--- src/rtl/ysyx_25040118_wbu_if.sv ---
// ysyx_25040118_wbu_if: execute/memory/register-file bundle around the write-back unit
interface ysyx_25040118_wbu_if;
   logic        in_valid;
   logic        in_ready;
   logic [4:0]  in_rd;
   logic        in_rd_wen;
   logic [31:0] in_result;
   logic        in_is_load;
   logic [2:0]  in_funct3;
   logic        rresp_valid;
   logic [31:0] rresp_data;
   logic        rresp_err;
   logic [4:0]  rf_waddr;
   logic [31:0] rf_wdata;
   logic        rf_wen;
   logic        wb_done;
   logic        wb_err;
   logic [31:0] commit_cnt;
   modport master (
      output in_valid, in_rd, in_rd_wen, in_result, in_is_load, in_funct3,
             rresp_valid, rresp_data, rresp_err,
      input  in_ready, rf_waddr, rf_wdata, rf_wen, wb_done, wb_err, commit_cnt
   );
   modport slave (
      input  in_valid, in_rd, in_rd_wen, in_result, in_is_load, in_funct3,
             rresp_valid, rresp_data, rresp_err,
      output in_ready, rf_waddr, rf_wdata, rf_wen, wb_done, wb_err, commit_cnt
   );
endinterface

--- src/rtl/ysyx_25040118_wbu.sv ---
// ysyx_25040118_wbu: write-back unit, load alignment/extension and register-file write pulse
module ysyx_25040118_wbu #(
   parameter int TIMEOUT = 255
) (
   input logic clk,
   input logic rst,
   ysyx_25040118_wbu_if.slave bus
);
   typedef enum logic [1:0] {IDLE, WAIT_MEM, COMMIT} state_t;
   localparam int CW = $clog2(TIMEOUT + 1);
   state_t        state;
   logic [CW-1:0] cnt;
   logic [4:0]    rd_q;
   logic [2:0]    f3_q;
   logic [1:0]    a_q;
   logic          wen_q;
   logic [31:0]   sh;
   logic [31:0]   ld_data;
   logic [15:0]   h;
   logic          f3_ok;
   logic          mis;
   logic          acc_wen;
   assign bus.in_ready = state == IDLE;
   // decode of the incoming instruction and extraction of the load response
   always_comb begin
      sh      = bus.rresp_data >> {a_q, 3'b000};
      h       = a_q[1] ? bus.rresp_data[31:16] : bus.rresp_data[15:0];
      ld_data = f3_q[1:0] == 2'b00 ? {{24{~f3_q[2] & sh[7]}}, sh[7:0]} :
                f3_q[1:0] == 2'b01 ? {{16{~f3_q[2] & h[15]}}, h} : bus.rresp_data;
      f3_ok   = bus.in_funct3 inside {3'b000, 3'b001, 3'b010, 3'b100, 3'b101};
      mis     = (bus.in_funct3[1:0] == 2'b01 && bus.in_result[0]) ||
                (bus.in_funct3 == 3'b010 && bus.in_result[1:0] != 2'b00);
      acc_wen = bus.in_rd_wen && bus.in_rd != 5'd0 && !bus.in_rd[4];
   end
   // FSM; the write pulse, done pulse and counter are loaded on entry to COMMIT so they are visible during it
   always_ff @(posedge clk or negedge rst) begin
      if (!rst) begin
         state          <= IDLE;
         cnt            <= '0;
         rd_q           <= '0;
         f3_q           <= '0;
         a_q            <= '0;
         wen_q          <= 1'b0;
         bus.rf_waddr   <= '0;
         bus.rf_wdata   <= '0;
         bus.rf_wen     <= 1'b0;
         bus.wb_done    <= 1'b0;
         bus.wb_err     <= 1'b0;
         bus.commit_cnt <= '0;
      end else begin
         bus.rf_wen  <= 1'b0;
         bus.wb_done <= 1'b0;
         case (state)
            IDLE: if (bus.in_valid) begin
               rd_q <= bus.in_rd;
               f3_q <= bus.in_funct3;
               a_q  <= bus.in_result[1:0];
               cnt  <= '0;
               if (bus.in_rd_wen && bus.in_rd[4]) bus.wb_err <= 1'b1;
               if (!bus.in_is_load) begin
                  state          <= COMMIT;
                  bus.rf_wen     <= acc_wen;
                  bus.wb_done    <= 1'b1;
                  bus.rf_waddr   <= bus.in_rd;
                  bus.rf_wdata   <= bus.in_result;
                  bus.commit_cnt <= bus.commit_cnt + 32'd1;
               end else if (!f3_ok || mis) begin
                  state          <= COMMIT;
                  bus.wb_err     <= 1'b1;
                  bus.wb_done    <= 1'b1;
                  bus.rf_waddr   <= bus.in_rd;
                  bus.commit_cnt <= bus.commit_cnt + 32'd1;
               end else begin
                  wen_q <= acc_wen;
                  state <= WAIT_MEM;
               end
            end
            WAIT_MEM: begin
               cnt <= cnt + 1'b1;
               if (bus.rresp_valid) begin
                  state          <= COMMIT;
                  bus.rf_wen     <= wen_q && !bus.rresp_err;
                  bus.wb_done    <= 1'b1;
                  bus.rf_waddr   <= rd_q;
                  bus.rf_wdata   <= ld_data;
                  bus.commit_cnt <= bus.commit_cnt + 32'd1;
                  if (bus.rresp_err) bus.wb_err <= 1'b1;
               end else if (cnt == CW'(TIMEOUT - 1)) begin
                  state          <= COMMIT;
                  bus.wb_err     <= 1'b1;
                  bus.wb_done    <= 1'b1;
                  bus.rf_waddr   <= rd_q;
                  bus.commit_cnt <= bus.commit_cnt + 32'd1;
               end
            end
            default: state <= IDLE;
         endcase
      end
   end
endmodule

--- src/flat_wrapper.sv ---
// flat-port wrapper written by rule: the top's interface ports become plain ports
module ysyx_25040118_wbu_flat 
#(
   parameter int TIMEOUT = 255
)
  (clk, rst, bus_in_valid, bus_in_rd, bus_in_rd_wen, bus_in_result, bus_in_is_load, bus_in_funct3, bus_rresp_valid, bus_rresp_data, bus_rresp_err, bus_in_ready, bus_rf_waddr, bus_rf_wdata, bus_rf_wen, bus_wb_done, bus_wb_err, bus_commit_cnt);
  ysyx_25040118_wbu_if bus_i ();
  input logic clk;
  input logic rst;
  input wire logic [$bits(bus_i.in_valid)-1:0] bus_in_valid;
  input wire logic [$bits(bus_i.in_rd)-1:0] bus_in_rd;
  input wire logic [$bits(bus_i.in_rd_wen)-1:0] bus_in_rd_wen;
  input wire logic [$bits(bus_i.in_result)-1:0] bus_in_result;
  input wire logic [$bits(bus_i.in_is_load)-1:0] bus_in_is_load;
  input wire logic [$bits(bus_i.in_funct3)-1:0] bus_in_funct3;
  input wire logic [$bits(bus_i.rresp_valid)-1:0] bus_rresp_valid;
  input wire logic [$bits(bus_i.rresp_data)-1:0] bus_rresp_data;
  input wire logic [$bits(bus_i.rresp_err)-1:0] bus_rresp_err;
  output wire logic [$bits(bus_i.in_ready)-1:0] bus_in_ready;
  output wire logic [$bits(bus_i.rf_waddr)-1:0] bus_rf_waddr;
  output wire logic [$bits(bus_i.rf_wdata)-1:0] bus_rf_wdata;
  output wire logic [$bits(bus_i.rf_wen)-1:0] bus_rf_wen;
  output wire logic [$bits(bus_i.wb_done)-1:0] bus_wb_done;
  output wire logic [$bits(bus_i.wb_err)-1:0] bus_wb_err;
  output wire logic [$bits(bus_i.commit_cnt)-1:0] bus_commit_cnt;
  assign bus_i.in_valid = bus_in_valid;
  assign bus_i.in_rd = bus_in_rd;
  assign bus_i.in_rd_wen = bus_in_rd_wen;
  assign bus_i.in_result = bus_in_result;
  assign bus_i.in_is_load = bus_in_is_load;
  assign bus_i.in_funct3 = bus_in_funct3;
  assign bus_i.rresp_valid = bus_rresp_valid;
  assign bus_i.rresp_data = bus_rresp_data;
  assign bus_i.rresp_err = bus_rresp_err;
  assign bus_in_ready = bus_i.in_ready;
  assign bus_rf_waddr = bus_i.rf_waddr;
  assign bus_rf_wdata = bus_i.rf_wdata;
  assign bus_rf_wen = bus_i.rf_wen;
  assign bus_wb_done = bus_i.wb_done;
  assign bus_wb_err = bus_i.wb_err;
  assign bus_commit_cnt = bus_i.commit_cnt;
  ysyx_25040118_wbu #(.TIMEOUT(TIMEOUT)) u_core (.clk(clk), .rst(rst), .bus(bus_i));
endmodule
--- config.mk ---
export PLATFORM = sky130hd
export DESIGN_NAME = ysyx_25040118_wbu_flat
export DESIGN_NICKNAME = d
export VERILOG_FILES = /design/src/rtl/ysyx_25040118_wbu_if.sv /design/src/rtl/ysyx_25040118_wbu.sv /design/src/flat_wrapper.sv
export SDC_FILE = /design/constraint.sdc
export NUM_CORES = 1
export LEC_CHECK = 0
export CAP_MARGIN = 20
export CORE_MARGIN = 1
export CORE_UTILIZATION = 47
export DETAILED_ROUTE_END_ITERATION = 6
export PLACE_DENSITY_LB_ADDON = 0.12
export SYNTH_ARGS = -nofsm -noshare
export SYNTH_HDL_FRONTEND = slang
export SYNTH_SLANG_ARGS = --single-unit
--- constraint.sdc ---
create_clock -name clk -period 2.4 [get_ports clk]
set_input_delay 0.24 -clock clk [delete_from_list [all_inputs] [get_ports clk]]
set_output_delay 0.24 -clock clk [all_outputs]
set_load 0.02 [all_outputs]
=== After elaboration in Yosys (flattened, before gate mapping) ===
Index checks and enable logic that the tools add are counted.

* Register bits after elaboration: 93
* Word-level logic and storage cells: 103
* Bits of input ports: 79
* Output and inout port bits: 73

* Mux-type cells: 45
* Reductions and logical operators: 25
* Bitwise gates (word level): 4
* Add/subtract/negate cells: 2
* Shift operators: 1
* Equality and inequality tests: 14

{| class="wikitable"
|+ Operators by type and width
! operator !! count
|-
| 32-bit two-way mux || 10
|-
| 32-bit case mux with 2 select lines || 2
|-
| 32-bit by 1-bit adder with 32-bit output (second input constant) || 1
|-
| 32-bit by 5-bit right shift with 8-bit output || 1
|-
| 5-bit two-way mux || 5
|-
| 16-bit two-way mux || 1
|-
| 8-bit case mux with 2 select lines || 1
|-
| 4-bit AND reduction || 4
|-
| 1-bit two-way mux || 15
|-
| 2-bit two-way mux || 5
|-
| 5-bit case mux with 2 select lines || 1
|-
| 5-bit nonzero test || 2
|-
| 8-bit by 1-bit adder with 8-bit output (second input constant) || 1
|-
| 8-bit == test (second input constant) || 1
|-
| 8-bit two-way mux || 1
|-
| 2-bit by 1-bit == test with 1-bit output (second input constant) || 3
|-
| 3-bit == test (second input constant) || 2
|-
| 1-bit logical AND || 6
|-
| 2-bit != test (second input constant) || 3
|-
| 3-bit by 2-bit != test with 1-bit output (second input constant) || 2
|-
| 1-bit case mux with 2 select lines || 3
|-
| 2-bit AND reduction || 3
|-
| 2-bit zero test || 2
|-
| 2-bit case mux with 2 select lines || 1
|-
| 9 further kinds || 15
|}

=== Longest topological paths before layout ===
* Word-level depth: 8
* Gate-level depth with buffers: 9

=== Worst setup path after synthesis ===
No wires, ideal clock.

* Kind: reg-to-reg
* Start: register u_core.state[0]
* End: register u_core.bus.commit_cnt[26]
* Arrival time: 1.734 ns
* Data required time: 2.320 ns
* Cell stages (with the launch flop): 6
* Slack: 0.586 ns
* Buffers on the path: 1
* Cells stage by stage: dfrtp_1 -> nor2_1 -> a32oi_4 -> buf_6 -> nor4_2 -> xor2_1

* Word-level cells in the longest chain between the ends: 3
* Elaborated cells on any way between the ends: 8

{| class="wikitable"
|+ Ends and longest elaborated chain
! element !! RTL line !! RTL
|-
| start, declared || ysyx_25040118_wbu.sv:11 || <nowiki>state_t state;</nowiki>
|-
| start signal, assigned || ysyx_25040118_wbu.sv:38 || <nowiki>state <= IDLE;</nowiki>
|-
| start signal, assigned || ysyx_25040118_wbu.sv:61 || <nowiki>state <= COMMIT;</nowiki>
|-
| start signal, assigned || ysyx_25040118_wbu.sv:68 || <nowiki>state <= COMMIT;</nowiki>
|-
| 2-bit zero test (*) || - ||
|-
| named net bus_in_ready || flat_wrapper.sv:19 || <nowiki>output wire logic [$bits(bus_i.in_ready)-1:0] bus_in_ready;</nowiki>
|-
| 3-bit by 2-bit != test with 1-bit output (no source line), or another cell as far along || - ||
|-
| 4-bit AND reduction (no source line) || - ||
|-
| end signal, assigned || ysyx_25040118_wbu.sv:66 || <nowiki>bus.commit_cnt <= bus.commit_cnt + 32'd1;</nowiki>
|-
| end signal, assigned || ysyx_25040118_wbu.sv:72 || <nowiki>bus.commit_cnt <= bus.commit_cnt + 32'd1;</nowiki>
|-
| end signal, assigned || ysyx_25040118_wbu.sv:86 || <nowiki>bus.commit_cnt <= bus.commit_cnt + 32'd1;</nowiki>
|-
| end, declared || ysyx_25040118_wbu_if.sv:27 || <nowiki>output in_ready, rf_waddr, rf_wdata, rf_wen, wb_done, wb_err, commit_cnt</nowiki>
|}

The timed path passes the listed nets; every way through them passes the cells marked *.
A chain may end at the register's enable or synchronous reset.

=== Worst setup path after layout ===
* Start: register u_core.state[1]
* End: output bus_in_ready

* Word-level cells in the longest chain between the ends: 1

{| class="wikitable"
|+ Ends and longest elaborated chain
! element !! RTL line !! RTL
|-
| 2-bit zero test || ysyx_25040118_wbu.sv:23 || <nowiki>assign bus.in_ready = state == IDLE;</nowiki>
|-
| end, declared || flat_wrapper.sv:19 ||
|}

No other way between the ends.

==> impl_metrics.json <==
{
  "drtAntennaViolNets": 0,
  "endpoint_kind": "output port",
  "setup_violations": 0,
  "worst_pin_slew_ps": 715.0,
  "p_leak_uw": 0.002851,
  "switching_share_pct": 37.18,
  "nFillCells": 791,
  "layout-drive-gt1-share_pct": 9.457,
  "final_cell_mix": "clkdlybuf4s50_1 (150), dfrtp_1 (93), nor2_1 (78)",
  "overflow": 0,
  "max-vdd-ir-drop_mv": 0.4656,
  "fin_area_um2": 6720,
  "route.detailed.wl_per_inst_um": 16.99,
  "synth.avg_cell_area_um2": 9.810,
  "place.gp.congestion": 0.8650,
  "path_clk_slew_ps": 100,
  "pwr-share-comb_pct": 38.6,
  "htreeDepth": 3,
  "rows": 36,
  "diodes": 0,
  "coreArea_um2": 9864,
  "cts.sinks": 93,
  "grt_pass1_vias": 4268,
  "slew_violations": 0,
  "tns_ps": 0,
  "start_util_pct": 49.12,
  "ys_types": 56,
  "yosys_most_used_dff": "dfrtp_1",
  "pwr-share-seq_pct": 41.6,
  "required_ps": 2160,
  "area_growth_syn_to_layout_pct": 38.68,
  "maxCapViolCount": 0,
  "power.internal_uw": 3261,
  "clk_latency_ps": 360,
  "ff2ff_path_depth": 5,
  "cts_tree": "built",
  "first_pass_iters": 5,
  "crit_path_start": "u_core.state[1]",
  "dr_total_vias": 4452,
  "antenna_found_initial": 0,
  "viasPerCell": 5.722,
  "synthArstFlopShare_pct": 100.0,
  "final_util_pct": 68.13,
  "status": "completed",
  "netlist_area_um2": 4846,
  "endpoint": "bus_in_ready",
  "hpwl_um": 9673,
  "die_y_um": 103.5,
  "post-cts-setup-buffers": 0,
  "yosys_warnings": 0,
  "hold_path_class": "in2reg",
  "fmax_mhz": 483.3,
  "worstSetupPathType": "reg2out",
  "grt_max_degree": 94,
  "wirelength_um": 13220,
  "rrSetupSlack_ps": 380,
  "r2r-end": "u_core.bus.rf_wdata[22]",
  "clk_path_buf_depth": 2,
  "grt.total_usage_pct": 25.10,
  "start_kind": "flop",
  "fin_skew_ps": 15.83,
  "io_pins": 152,
  "die_w_um": 103.5,
  "hold_violations": 0,
  "place_area_um2": 6519,
  "clkPwrFrac_pct": 19.8,
  "syn_inst": 494,
  "power_density_nw_per_um2": 772.5,
  "worstPathMaxFanout": 5,
  "die-area_um2": 10720,
  "ctsResizeCount": 0,
  "ys_ff_latch": 93,
  "root_buffer": "clkbuf_8",
  "post-route-period-util_pct": 86.21,
  "port_buffers": 151,
  "r2r_start": "u_core.a_q[0]",
  "synth_edf_count": 0,
  "drc_errors": 0,
  "slew_headroom_pct": 52.33,
  "ys_seq_area_share_pct": 48.02,
  "drt-initial-drc-count": 249,
  "grt_setup_unrepaired": "false",
  "finalCriticalPeriod_ps": 2069,
  "final_common_cell": "clkdlybuf4s50_1",
  "synth.net_count": 576,
  "grt_pass1_wl_um": 21760,
  "p_sw_uw": 1930,
  "cts_inserted_buffers": 9,
  "cp.arrival_ps": 1830,
  "fin_nets": 722
}
how the worst min path moves through the flow:
stage | start | end | slack [ps] | cells past startpoint
after floorplan | rst | u_core.a_q[0] | -60 | 0
after CTS | bus_in_result[5] | u_core.bus.rf_wdata[5] | 420 | 3
final | bus_in_result[5] | u_core.bus.rf_wdata[5] | 440 | 3
after detailed placement | rst | u_core.bus.rf_wdata[25] | 330 | 2
after global routing | bus_in_result[2] | u_core.bus.rf_wdata[2] | 450 | 3
after global placement | rst | u_core.bus.rf_wdata[23] | 330 | 2
state kept, by name, summed over array words and instances (netlist names):
name / count
u_core.bus.commit_cnt: 32
u_core.bus.rf_wdata: 32
u_core.cnt: 8
u_core.bus.rf_waddr: 5
u_core.rd_q: 5
u_core.f3_q: 3
u_core.a_q: 2
u_core.state: 2
u_core.bus.rf_wen: 1
u_core.bus.wb_done: 1
u_core.bus.wb_err: 1
u_core.wen_q: 1
synthesized netlist by cell type, drive strengths merged (3+ instances only):
cell type	count	area share (%)
xor2	23	4.2
a21oi	10	1.0
nor2	80	6.4
a22oi	8	1.2
ha	3	0.77
a31oi	14	1.8
mux2	10	2.3
and2	3	0.44
nand3	12	1.5
nor4	4	1.4
xnor2	8	1.4
o221ai	7	1.3
nand4	11	1.7
o22ai	8	1.0
a221oi	32	5.8
inv	8	0.62
dfrtp	93	48
buf	8	1.2
and3	5	0.65
nand2	57	4.5
o21ai	13	1.4
a21o	7	1.1
clkbuf	19	1.5
nor4b	5	1.4
nor2b	11	1.4
nor3	12	1.5
through the flow:
stage / setup WS [ps] / std cells / total power (uW) / hold slack [ps]
6_report: 331.0 / 778 / 5191 / 436.5
5_1_grt: 169.2 / 778 / 5463 / 448.1
4_1_cts: 312.1 / 778 / 5218 / 421.0
3_5_place_dp: 131.0 / 761 / 4186 / 328.1
3_3_place_gp: 241.6 / 761 / 4132 / 325.8
2_1_floorplan: 586.1 / 494 / 3214 / -55.59
cell type report:
class                      count  area, um^2  share of cell area (%)
timing repair buffer         162        1632                   24.28
clock inverter                 6       53.80                  0.8006
clock buffer                  10       137.6                   2.048
multi-input combinational    366        2374                   35.32
inverter                       8       30.03                  0.4468
sequential                    93        2327                   34.63
tap                          133       166.4                   2.476
per-layer routing:
metal	track usage [%]	up-vias	wire length (um)
met5	0	-	0
met4	10.25	0	362
met3	3.335	27	808
met2	40.84	183	6425
met1	33.92	2152	5619
li1	-	2090	-
cell families after synthesis:
group                    after synthesis  share of synthesized area (%)
buffers and inverters                 35                          3.305
multiplexers                          13                          3.202
XOR/XNOR                              31                          5.603
adder cells (fa/ha/maj)                3                         0.7747
AND/OR/NAND/NOR                      210                          22.33
AO/OA/AOI/OAI                        109                          16.76
flip-flops                            93                          48.02
power groups by stage:
stage	clock network, uW	logic (uW)	registers, uW
final	1030	2000	2160
after global routing	1120	2140	2200
after CTS	1050	2010	2160
after detailed placement	0	2000	2190
after global placement	0	1970	2170
after floorplan	0	789	2420
critical path, stage by stage (launching register included):
cell             delay [ps]
dfrtp_1                 470
nor2_1                  330
clkdlybuf4s50_1         670
repair_timing:
| action | 4_1_cts | 5_1_grt |
|---|---|---|
| hold endpoints to repair | 93 | 0 |
| endpoints found under the setup margin | 0 | 0 |
| hold buffers | 1 | 0 |
(Power assumes the default switching activity.)
